[config.mk]
export PLATFORM = sky130hd
export DESIGN_NAME = configurable_serial_receiver_flat
export DESIGN_NICKNAME = d
export VERILOG_FILES = /design/src/rtl/serial_pkg.sv /design/src/rtl/configurable_serial_receiver_if.sv /design/src/rtl/serial_rx_sampler.sv /design/src/rtl/configurable_serial_receiver.sv /design/src/flat_wrapper.sv
export SDC_FILE = /design/constraint.sdc
export NUM_CORES = 1
export LEC_CHECK = 0
export BUFFER_PORTS_ARGS = -buffer_cell sky130_fd_sc_hd__buf_4
export CORE_UTILIZATION = 58
export DETAILED_ROUTE_END_ITERATION = 16
export PLACE_DENSITY = 0.86
export SLEW_MARGIN = 20
export SYNTH_ARGS = -nofsm -noshare
export SYNTH_HDL_FRONTEND = slang
export SYNTH_SLANG_ARGS = --single-unit
[constraint.sdc]
create_clock -name iClock -period 2.4 [get_ports iClock]
set_input_delay 0.12 -clock iClock [delete_from_list [all_inputs] [get_ports iClock]]
set_output_delay 0.12 -clock iClock [all_outputs]
set_load 0.05 [all_outputs]
[src/rtl/serial_pkg.sv]
// Shared encodings for the serial receiver: parity modes and FSM states.
package serial_pkg;

    localparam int PARITY_NONE = 0;
    localparam int PARITY_EVEN = 1;
    localparam int PARITY_ODD  = 2;

    typedef enum logic [2:0] {
        sIdle,
        sStartCheck,
        sData,
        sParity,
        sStop,
        sErrorRecovery
    } rxState_t;

endpackage

[src/rtl/configurable_serial_receiver_if.sv]
// Line input and frame-report outputs of the serial receiver.
interface serial_rx_if #(
    parameter int DataBits = 8
) ();

    logic                iRXD;
    logic [DataBits-1:0] oData;
    logic                oReceived;
    logic                oParityError;
    logic                oFramingError;
    logic                oBreak;
    logic                oBusy;

    modport master (
        input  iRXD,
        output oData,
        output oReceived,
        output oParityError,
        output oFramingError,
        output oBreak,
        output oBusy
    );

    modport slave (
        output iRXD,
        input  oData,
        input  oReceived,
        input  oParityError,
        input  oFramingError,
        input  oBreak,
        input  oBusy
    );

endinterface

[src/rtl/serial_rx_sampler.sv]
// Two-flop line synchroniser plus a 2-of-3 vote over the last three samples.
module serial_rx_sampler (
    input  logic iClock,
    input  logic iReset,
    input  logic iRXD,
    output logic oRxd,
    output logic oVote
);

    logic [1:0] sync;
    logic [1:0] hist;

    always_ff @(posedge iClock or posedge iReset) begin
        if (iReset) begin
            sync <= 2'b11;
            hist <= 2'b11;
        end else begin
            sync <= {sync[0], iRXD};
            hist <= {hist[0], sync[1]};
        end
    end

    // oRxd is centre+1 when the FSM decides, hist holds centre and centre-1
    assign oRxd  = sync[1];
    assign oVote = (oRxd & hist[0]) | (oRxd & hist[1])
                 | (hist[0] & hist[1]);

endmodule

[src/rtl/configurable_serial_receiver.sv]
// Configurable UART receiver; define SERIAL_RX_BREAK_DETECT_EN to report
// all-zero frames on oBreak instead of as framing errors.
module configurable_serial_receiver
    import serial_pkg::*;
#(
    parameter int ClockFrequency = 16000000,
    parameter int BaudRate       = 115200,
    parameter int DataBits       = 8,
    parameter int ParityMode     = 0,
    parameter int StopBits       = 1
) (
    input logic       iClock,
    input logic       iReset,
    serial_rx_if.master rx
);

    localparam int TicksPerBit = ClockFrequency / BaudRate;
    localparam int TimerMax    = TicksPerBit + TicksPerBit / 2;
    localparam int TimerWidth  = $clog2(TimerMax + 1);
    localparam int CountWidth  = $clog2(DataBits);

    localparam logic [TimerWidth-1:0] StartTick =
        TimerWidth'(TicksPerBit / 2 + 1);
    localparam logic [TimerWidth-1:0] BitTick =
        TimerWidth'(TicksPerBit - 1);
    localparam logic [CountWidth-1:0] LastData =
        CountWidth'(DataBits - 1);
    localparam logic [CountWidth-1:0] LastStop =
        CountWidth'(StopBits - 1);

    if (TicksPerBit < 8) begin : gBadRate
        $error("ClockFrequency/BaudRate must be >= 8");
    end
    if (DataBits < 5 || DataBits > 9) begin : gBadData
        $error("DataBits must be 5..9");
    end
    if (StopBits < 1 || StopBits > 2) begin : gBadStop
        $error("StopBits must be 1 or 2");
    end
    if (ParityMode < 0 || ParityMode > 2) begin : gBadParity
        $error("ParityMode must be 0, 1 or 2");
    end

    logic rxd;
    logic vote;

    serial_rx_sampler uSampler (
        .iClock (iClock),
        .iReset (iReset),
        .iRXD   (rx.iRXD),
        .oRxd   (rxd),
        .oVote  (vote)
    );

    rxState_t              state,     stateNext;
    logic [TimerWidth-1:0] timer,     timerNext;
    logic [CountWidth-1:0] count,     countNext;
    logic [DataBits-1:0]   shift,     shiftNext;
    logic [DataBits-1:0]   dataQ,     dataD;
    logic                  parityBit, parityBitNext;
    logic                  stopBad,   stopBadNext;
    logic                  anyOne,    anyOneNext;
    logic                  rcvQ,      rcvD;
    logic                  parErrQ,   parErrD;
    logic                  frmErrQ,   frmErrD;
    logic                  brkQ,      brkD;

    logic lastBad;
    logic lastAny;
    logic parityErr;
    logic isBreak;

    assign lastBad = stopBad | ~vote;
    assign lastAny = anyOne | vote;

    assign parityErr =
        (ParityMode == PARITY_EVEN) ?  (^shift ^ parityBit) :
        (ParityMode == PARITY_ODD)  ? ~(^shift ^ parityBit) :
        1'b0;

`ifdef SERIAL_RX_BREAK_DETECT_EN
    assign isBreak = ~lastAny;
`else
    assign isBreak = 1'b0;
`endif

    always_ff @(posedge iClock or posedge iReset) begin
        if (iReset) begin
            state     <= sIdle;
            timer     <= '0;
            count     <= '0;
            shift     <= '0;
            dataQ     <= '0;
            parityBit <= 1'b0;
            stopBad   <= 1'b0;
            anyOne    <= 1'b0;
            rcvQ      <= 1'b0;
            parErrQ   <= 1'b0;
            frmErrQ   <= 1'b0;
            brkQ      <= 1'b0;
        end else begin
            state     <= stateNext;
            timer     <= timerNext;
            count     <= countNext;
            shift     <= shiftNext;
            dataQ     <= dataD;
            parityBit <= parityBitNext;
            stopBad   <= stopBadNext;
            anyOne    <= anyOneNext;
            rcvQ      <= rcvD;
            parErrQ   <= parErrD;
            frmErrQ   <= frmErrD;
            brkQ      <= brkD;
        end
    end

    always_comb begin
        stateNext     = state;
        timerNext     = timer + 1'b1;
        countNext     = count;
        shiftNext     = shift;
        dataD         = dataQ;
        parityBitNext = parityBit;
        stopBadNext   = stopBad;
        anyOneNext    = anyOne;
        rcvD          = 1'b0;
        parErrD       = 1'b0;
        frmErrD       = 1'b0;
        brkD          = 1'b0;

        unique case (state)
            sIdle: begin
                timerNext = '0;
                countNext = '0;
                if (!rxd) begin
                    stateNext   = sStartCheck;
                    stopBadNext = 1'b0;
                    anyOneNext  = 1'b0;
                end
            end
            sStartCheck: begin
                if (timer == StartTick) begin
                    timerNext = '0;
                    stateNext = vote ? sIdle : sData;
                end
            end
            sData: begin
                if (timer == BitTick) begin
                    timerNext  = '0;
                    shiftNext  = {vote, shift[DataBits-1:1]};
                    anyOneNext = lastAny;
                    if (count == LastData) begin
                        countNext = '0;
                        stateNext = (ParityMode != PARITY_NONE)
                                  ? sParity : sStop;
                    end else begin
                        countNext = count + 1'b1;
                    end
                end
            end
            sParity: begin
                if (timer == BitTick) begin
                    timerNext     = '0;
                    parityBitNext = vote;
                    anyOneNext    = lastAny;
                    stateNext     = sStop;
                end
            end
            sStop: begin
                if (timer == BitTick) begin
                    timerNext   = '0;
                    stopBadNext = lastBad;
                    anyOneNext  = lastAny;
                    if (count == LastStop) begin
                        countNext = '0;
                        dataD     = shift;
                        if (isBreak) begin
                            brkD      = 1'b1;
                            stateNext = sErrorRecovery;
                        end else begin
                            frmErrD   = lastBad;
                            parErrD   = parityErr;
                            rcvD      = ~lastBad & ~parityErr;
                            stateNext = lastBad ? sErrorRecovery : sIdle;
                        end
                    end else begin
                        countNext = count + 1'b1;
                    end
                end
            end
            sErrorRecovery: begin
                timerNext = '0;
                if (rxd) begin
                    stateNext = sIdle;
                end
            end
            default: stateNext = sIdle;
        endcase
    end

    assign rx.oData         = dataQ;
    assign rx.oReceived     = rcvQ;
    assign rx.oParityError  = parErrQ;
    assign rx.oFramingError = frmErrQ;
    assign rx.oBreak        = brkQ;
    assign rx.oBusy         = (state != sIdle);

endmodule

[src/flat_wrapper.sv]
// flat-port wrapper written by rule: the top's interface ports become plain ports
module configurable_serial_receiver_flat import serial_pkg::*;
#(
    parameter int ClockFrequency = 16000000,
    parameter int BaudRate       = 115200,
    parameter int DataBits       = 8,
    parameter int ParityMode     = 0,
    parameter int StopBits       = 1
)
  (iClock, iReset, rx_iRXD, rx_oData, rx_oReceived, rx_oParityError, rx_oFramingError, rx_oBreak, rx_oBusy);
  serial_rx_if #(.DataBits(DataBits)) rx_i ();
  input logic iClock;
  input logic iReset;
  input wire logic [$bits(rx_i.iRXD)-1:0] rx_iRXD;
  output wire logic [$bits(rx_i.oData)-1:0] rx_oData;
  output wire logic [$bits(rx_i.oReceived)-1:0] rx_oReceived;
  output wire logic [$bits(rx_i.oParityError)-1:0] rx_oParityError;
  output wire logic [$bits(rx_i.oFramingError)-1:0] rx_oFramingError;
  output wire logic [$bits(rx_i.oBreak)-1:0] rx_oBreak;
  output wire logic [$bits(rx_i.oBusy)-1:0] rx_oBusy;
  assign rx_i.iRXD = rx_iRXD;
  assign rx_oData = rx_i.oData;
  assign rx_oReceived = rx_i.oReceived;
  assign rx_oParityError = rx_i.oParityError;
  assign rx_oFramingError = rx_i.oFramingError;
  assign rx_oBreak = rx_i.oBreak;
  assign rx_oBusy = rx_i.oBusy;
  configurable_serial_receiver #(.ClockFrequency(ClockFrequency), .BaudRate(BaudRate), .DataBits(DataBits), .ParityMode(ParityMode), .StopBits(StopBits)) u_core (.iClock(iClock), .iReset(iReset), .rx(rx_i));
endmodule
After elaboration in Yosys (flattened, before gate mapping)
Index checks and enable logic that the tools add are counted.
{"block": "totals", "regBits": 37, "latch_bits": 0, "ram_bits": 0, "romBits": 0, "inputBits": 3, "output_inout_bits": 13, "elab_cells": 76, "n_memories": 0}
{"block": "classes", "addsub": 2, "multipliers": 0, "div_mod_pow": 0, "order_cmp": 0, "n_eq_ne": 16, "shift": 0, "mux": 28, "n_bitwise": 8, "n_reduce_logical": 12}
{"cell": "$mux 3", "n": 13}
{"cell": "$pmux 8 s3", "n": 1}
{"cell": "$pmux 3 s6", "n": 1}
{"cell": "$mux 8", "n": 2}
{"cell": "$ne 2x1->1 const B", "n": 6}
{"cell": "$eq 3x3->1 const B", "n": 3}
{"cell": "$pmux 3 s3", "n": 1}
{"cell": "$reduce_and 3->1", "n": 3}
{"cell": "$add 8x1->8 const B", "n": 1}
{"cell": "$eq 8x7->1 const B", "n": 1}
{"cell": "$eq 8x8->1 const B", "n": 1}
{"cell": "$mux 1", "n": 8}
{"cell": "$reduce_and 8->1", "n": 1}
{"cell": "$eq 3x2->1 const B", "n": 2}
{"cell": "$logic_not 3->1", "n": 2}
{"cell": "$reduce_bool 3->1", "n": 2}
{"cell": "$ne 2x2->1 const B", "n": 2}
{"cell": "$add 3x1->3 const B", "n": 1}
{"cell": "$and 1x1->1", "n": 3}
{"cell": "$eq 3x1->1 const B", "n": 1}
{"cell": "$or 1x1->1", "n": 3}
{"cell": "$reduce_or 3->1", "n": 1}
{"cell": "$mux 2", "n": 1}
{"cell": "$not 1->1", "n": 2}
{"cell": "other kinds (4)", "n": 4}

Longest topological paths before layout
{"block": "logic_depth", "ltp_word": 9, "depth_mapped": 8, "depth_no_buf": 6}

Hierarchy
A second synthesis with hierarchy kept.
{"block": "hier_totals", "hier_cells": 153, "area_unflattened_um2": 1749.2}
{"mod": "configurable_serial_receiver", "instances": 1, "cells_per_inst": 147, "area_per_inst_um2": 1629.1, "seq_area_each_um2": 825.8}
{"mod": "serial_rx_sampler", "instances": 1, "cells_per_inst": 6, "area_per_inst_um2": 120.1, "seq_area_each_um2": 105.1}

Worst setup path after synthesis
Ideal clock, no wire load.
{"block": "synth_timing", "path_kind": "reg-to-reg", "from": "register u_core.timer[1]", "to": "register u_core.shift[0]", "arrival_time_ns": 1.906, "setup_slack_ns": 0.369, "path_stages_with_launch": 9, "n_path_buf": 2, "synth_period_minus_slack_ns": 2.031, "cell_sequence": "dfrtp_1 inv_1 ha_1 and3b_1 clkbuf_1 nand2_4 or3_1 buf_6 mux2_4"}
{"block": "synth_between", "elab_chain_cells": 2}
{"element": "from (decl)", "line_no": "configurable_serial_receiver.sv:56", "rtl": "logic [TimerWidth-1:0] timer, timerNext;"}
{"element": "from (signal assigned)", "line_no": "configurable_serial_receiver.sv:103", "rtl": "timer <= timerNext;"}
{"element": "$eq 8x8->1", "line_no": "configurable_serial_receiver.sv:148", "rtl": "if (timer == BitTick) begin"}
{"element": "$reduce_and 2->1 (no line)"}
{"element": "to (signal assigned)", "line_no": "configurable_serial_receiver.sv:105", "rtl": "shift <= shiftNext;"}
{"element": "to (decl)", "line_no": "configurable_serial_receiver.sv:58", "rtl": "logic [DataBits-1:0] shift, shiftNext;"}
Every way passes these cells.
A chain may end at the register's enable or synchronous reset.

Worst setup path in the final report
{"block": "layout_timing", "from": "register u_core.timer[5]", "to": "register u_core.shift[7]"}
Same word-level chain as after synthesis.

==> flow_summary.yaml <==
pwr:
  power_per_cell_area_nw_per_um2: 508
  leakage_nw: 1.01
  peak_supply_drop_v: 0.000380
  pwr-share-clk_pct: 36.4
  seqPwrFrac_pct: 60.3
  power.switching_mw: 0.233
  internal_power_consumption_mw: 0.815
  p_sw_share_pct: 22.2
  share_comb_of_total_power_pct: 3.3
logic_synthesis:
  syn-mean-instance-area_sq_um: 12.1
  synth_xor_area_share_pct: 2.88
  number_of_enable_flip_flop_cells_after_synthesis: 0
  synth_top_family_by_area: "simple AND/OR/NAND/NOR gates"
  post-synth-top-area-fraction_pct: 45.3
  synth_cell_types: 48
  synthMuxAreaShare_pct: 11.5
  netlist_instances: 151
  seq_area_frac_synth_pct: 51.0
  yosys-top-cells-area: "dfrtp_1, mux2_4, dfstp_2"
  asyncSetResetFlopFracSynth_pct: 100
  synth-main-ff-cell: "dfrtp_1"
  synth_adder_area_share_pct: 5.76
  post_synth_and_or_nand_nor_area_fraction_pct: 12.8
  synth_top_area_cell: "dfrtp_1"
  yosys_warnings: 0
  netlist_area_sq_um: 1820
  synth-compound-area-share_pct: 11.9
  synth-seq-cells: 37
floorplanning:
  io_pins: 16
  die_height_um: 58.1
  coreArea_sq_um: 2880
  die-area_sq_um: 3370
  die_width_um: 58.1
  placement_rows: 19
  initial_utilization_pct: 63.4
clock_tree:
  total_clock_buffers_created_by_cts: 5
  clock_tree.htree_level_count: 2
  clk_root_buffer_cell: "clkbuf_4"
  post_cts.resized_instances: 0
  cts_sinks: 37
  cts_max_path_buffers: 2
  cts_setup_buffers: 0
  tritoncts_clock_tree: "yes"
  clk_pin_slew_ns: 0.11
  clk_latency_ns: 0.34
critical_path:
  register_to_register_setup_slack_ns: 0.36
  worst_path_fanout_max: 8
  crit_path_kind: "flip-flop to flip-flop"
  worst_setup_path_startpoint: "u_core.timer[5]"
  crit-reg2reg-launch: "u_core.timer[5]"
  r2r_cells: 4
  worstPathRequired_ns: 2.63
  setup.worst_path.start_class: "flip-flop"
  endpoint_kind: "flip-flop"
  worst-endpoint-arrival_ns: 2.27
  setup.worst_path.end: "u_core.shift[7]"
  timing.rr.end: "u_core.shift[7]"
global_route:
  grt_antenna_before_repair: 0
  largest_net_degree_at_the_start_of_global_routing: 15
  wire_length_of_the_first_global_routing_pass_um: 5230
  global_route.overflow_total: 0
  via_count_of_the_first_global_routing_pass: 1177
  groute.usage.overall_pct: 20.8
finish:
  final_nets: 180
  multiInputGateArea_sq_um: 826
  area_growth_from_synthesis_to_layout_pct: 13.0
  area_taken_by_flip_flops_and_latches_sq_um: 931
  antenna_cells: 0
  filler_free_cell_count_of_the_finished_design: 214
  post_route_cells_drive_above_1_share_pct: 31.4
  nFillCells: 188
  postLayoutCoreUtil_pct: 71.6
  most-common-layout-cells: "dfrtp_1, buf_4, a21oi_1"
  layout.cells.most_common: "dfrtp_1"
timing:
  maxClockFrequency_mhz: 490
  rsz0062_at_grt: "no"
  setup_viol_count_final: 0
  post-route-worst-setup-slack_ns: 0.361
  hold_ws_ns: 0.349
  layout_min_cycle_time_ns: 2.04
  post-route-period-util_pct: 85.0
  worst_clock_skew_ns: 0.0107
  slew-limit-headroom_pct: 64.7
  drv_slew: 0
  max_slew.worst_pin.slew_ns: 0.526
  totalNegativeSetupSlack_ns: 0
  timing.final.hold_violations: 0
worst_hold_path:
  hp-class: "primary input to asynchronous set/reset pin"
placement:
  portBuffers: 13
  detailed_place_hpwl_um: 2250
  place.detailed.instances: 204
  place_congestion: 0.858
  pre_cts_worst_setup_slack_ns: 0.367
drt:
  dr.first_iter.drc_count: 45
  drc: 0
  routed_wire_length_per_instance_um: 14.1
  dr_total_vias: 1211
  drtAntennaViolNets: 0
  detail_route.first_pass.iterations: 4
  wirelength_um: 3020
  drt-vias-per-instance: 5.66
run:
  max_cap_violations: 0
run_status:
  run_status: "complete, no violations"
## power groups by stage
stage | sequential, mW | combinational, mW | clock [mW]
after detailed placement | 0.644 | 0.0333 | 0
after CTS | 0.632 | 0.0359 | 0.393
after global placement | 0.643 | 0.0318 | 0
after floorplan | 0.643 | 0.0250 | 0
final | 0.632 | 0.0347 | 0.381
after global routing | 0.632 | 0.0394 | 0.413
## layer usage
layer	global-route usage [%]	wire [um]	vias to the layer above
met1	27.7	1410	593
met3	6.47	123	8
met5	0	0	-
li1	-	-	577
met2	32.8	1440	33
met4	6.46	46	0
## flip-flops by register name (all words and copies together) (netlist names)
signal / cells
u_core.timer: 8
u_core.uSampler.hist: 2
u_core.uSampler.sync: 2
u_core.shift: 8
u_core.rx.oFramingError: 1
u_core.state: 3
u_core.count: 3
u_core.rx.oReceived: 1
u_core.rx.oData: 8
u_core.stopBad: 1
## metrics by stage
stage               cell area [sq um]  power, mW
global route                     2060       1.08
finish                           2060       1.05
detailed placement               1970      0.677
floorplan                        1830      0.668
global placement                 1970      0.675
CTS                              2060       1.06
## synthesized netlist by cell type, types with 2 or more instances
cell / count
a21oi_1: 10
mux2_2: 8
nand2_1: 2
nor2_1: 7
clkbuf_1: 4
a31oi_1: 4
inv_1: 8
dfstp_2: 4
maj3_1: 3
buf_4: 2
ha_1: 6
nand2b_1: 2
nand3_1: 7
xor2_1: 5
a21o_1: 2
or2_2: 3
o21ai_0: 2
mux2_4: 8
and3_1: 2
dfrtp_1: 33
nand3b_1: 2
## cells by family after synthesis
kind of cell             after synthesis
AND/OR/NAND/NOR                       35
XOR/XNOR                               6
multiplexers                          16
buffers and inverters                 15
AO/OA/AOI/OAI                         32
other                                  1
adder cells (fa/ha/maj)                9
flip-flops                            37
## layout make-up
| type | count | area share [%] |
|---|---|---|
| Timing Repair Buffer | 19 | 7.16 |
| Clock buffer | 7 | 3.16 |
| Sequential cell | 37 | 45.2 |
| Tap cell | 42 | 2.55 |
| Inverter | 8 | 1.46 |
| Clock inverter | 1 | 0.425 |
| Multi-Input combinational cell | 100 | 40.1 |
## critical path, stage by stage, from the launching register on
cell     delay [ns]
dfrtp_1        0.47
nor4b_4        0.38
nand2_4        0.14
or3_1          0.58
mux2_4         0.37
## what timing repair did
action | in CTS | in global routing
setup endpoints to repair | 0 | 0
hold endpoints to repair | 13 | 0
hold buffers | 2 | 0
## worst min-delay path by stage
stage          slack (ns)  depth (start not counted)                    start                      end
5_1_grt              0.37                          0  u_core.uSampler.sync[0]  u_core.uSampler.sync[1]
3_3_place_gp         0.16                          2                   iReset       u_core.rx.oData[6]
4_1_cts              0.35                          3                   iReset       u_core.rx.oData[6]
2_1_floorplan        0.12                          0                  rx_iRXD  u_core.uSampler.sync[0]
6_report             0.35                          3                   iReset       u_core.rx.oData[4]
3_5_place_dp         0.18                          2                   iReset          u_core.shift[7]
Power figures use the tool's default switching activity.
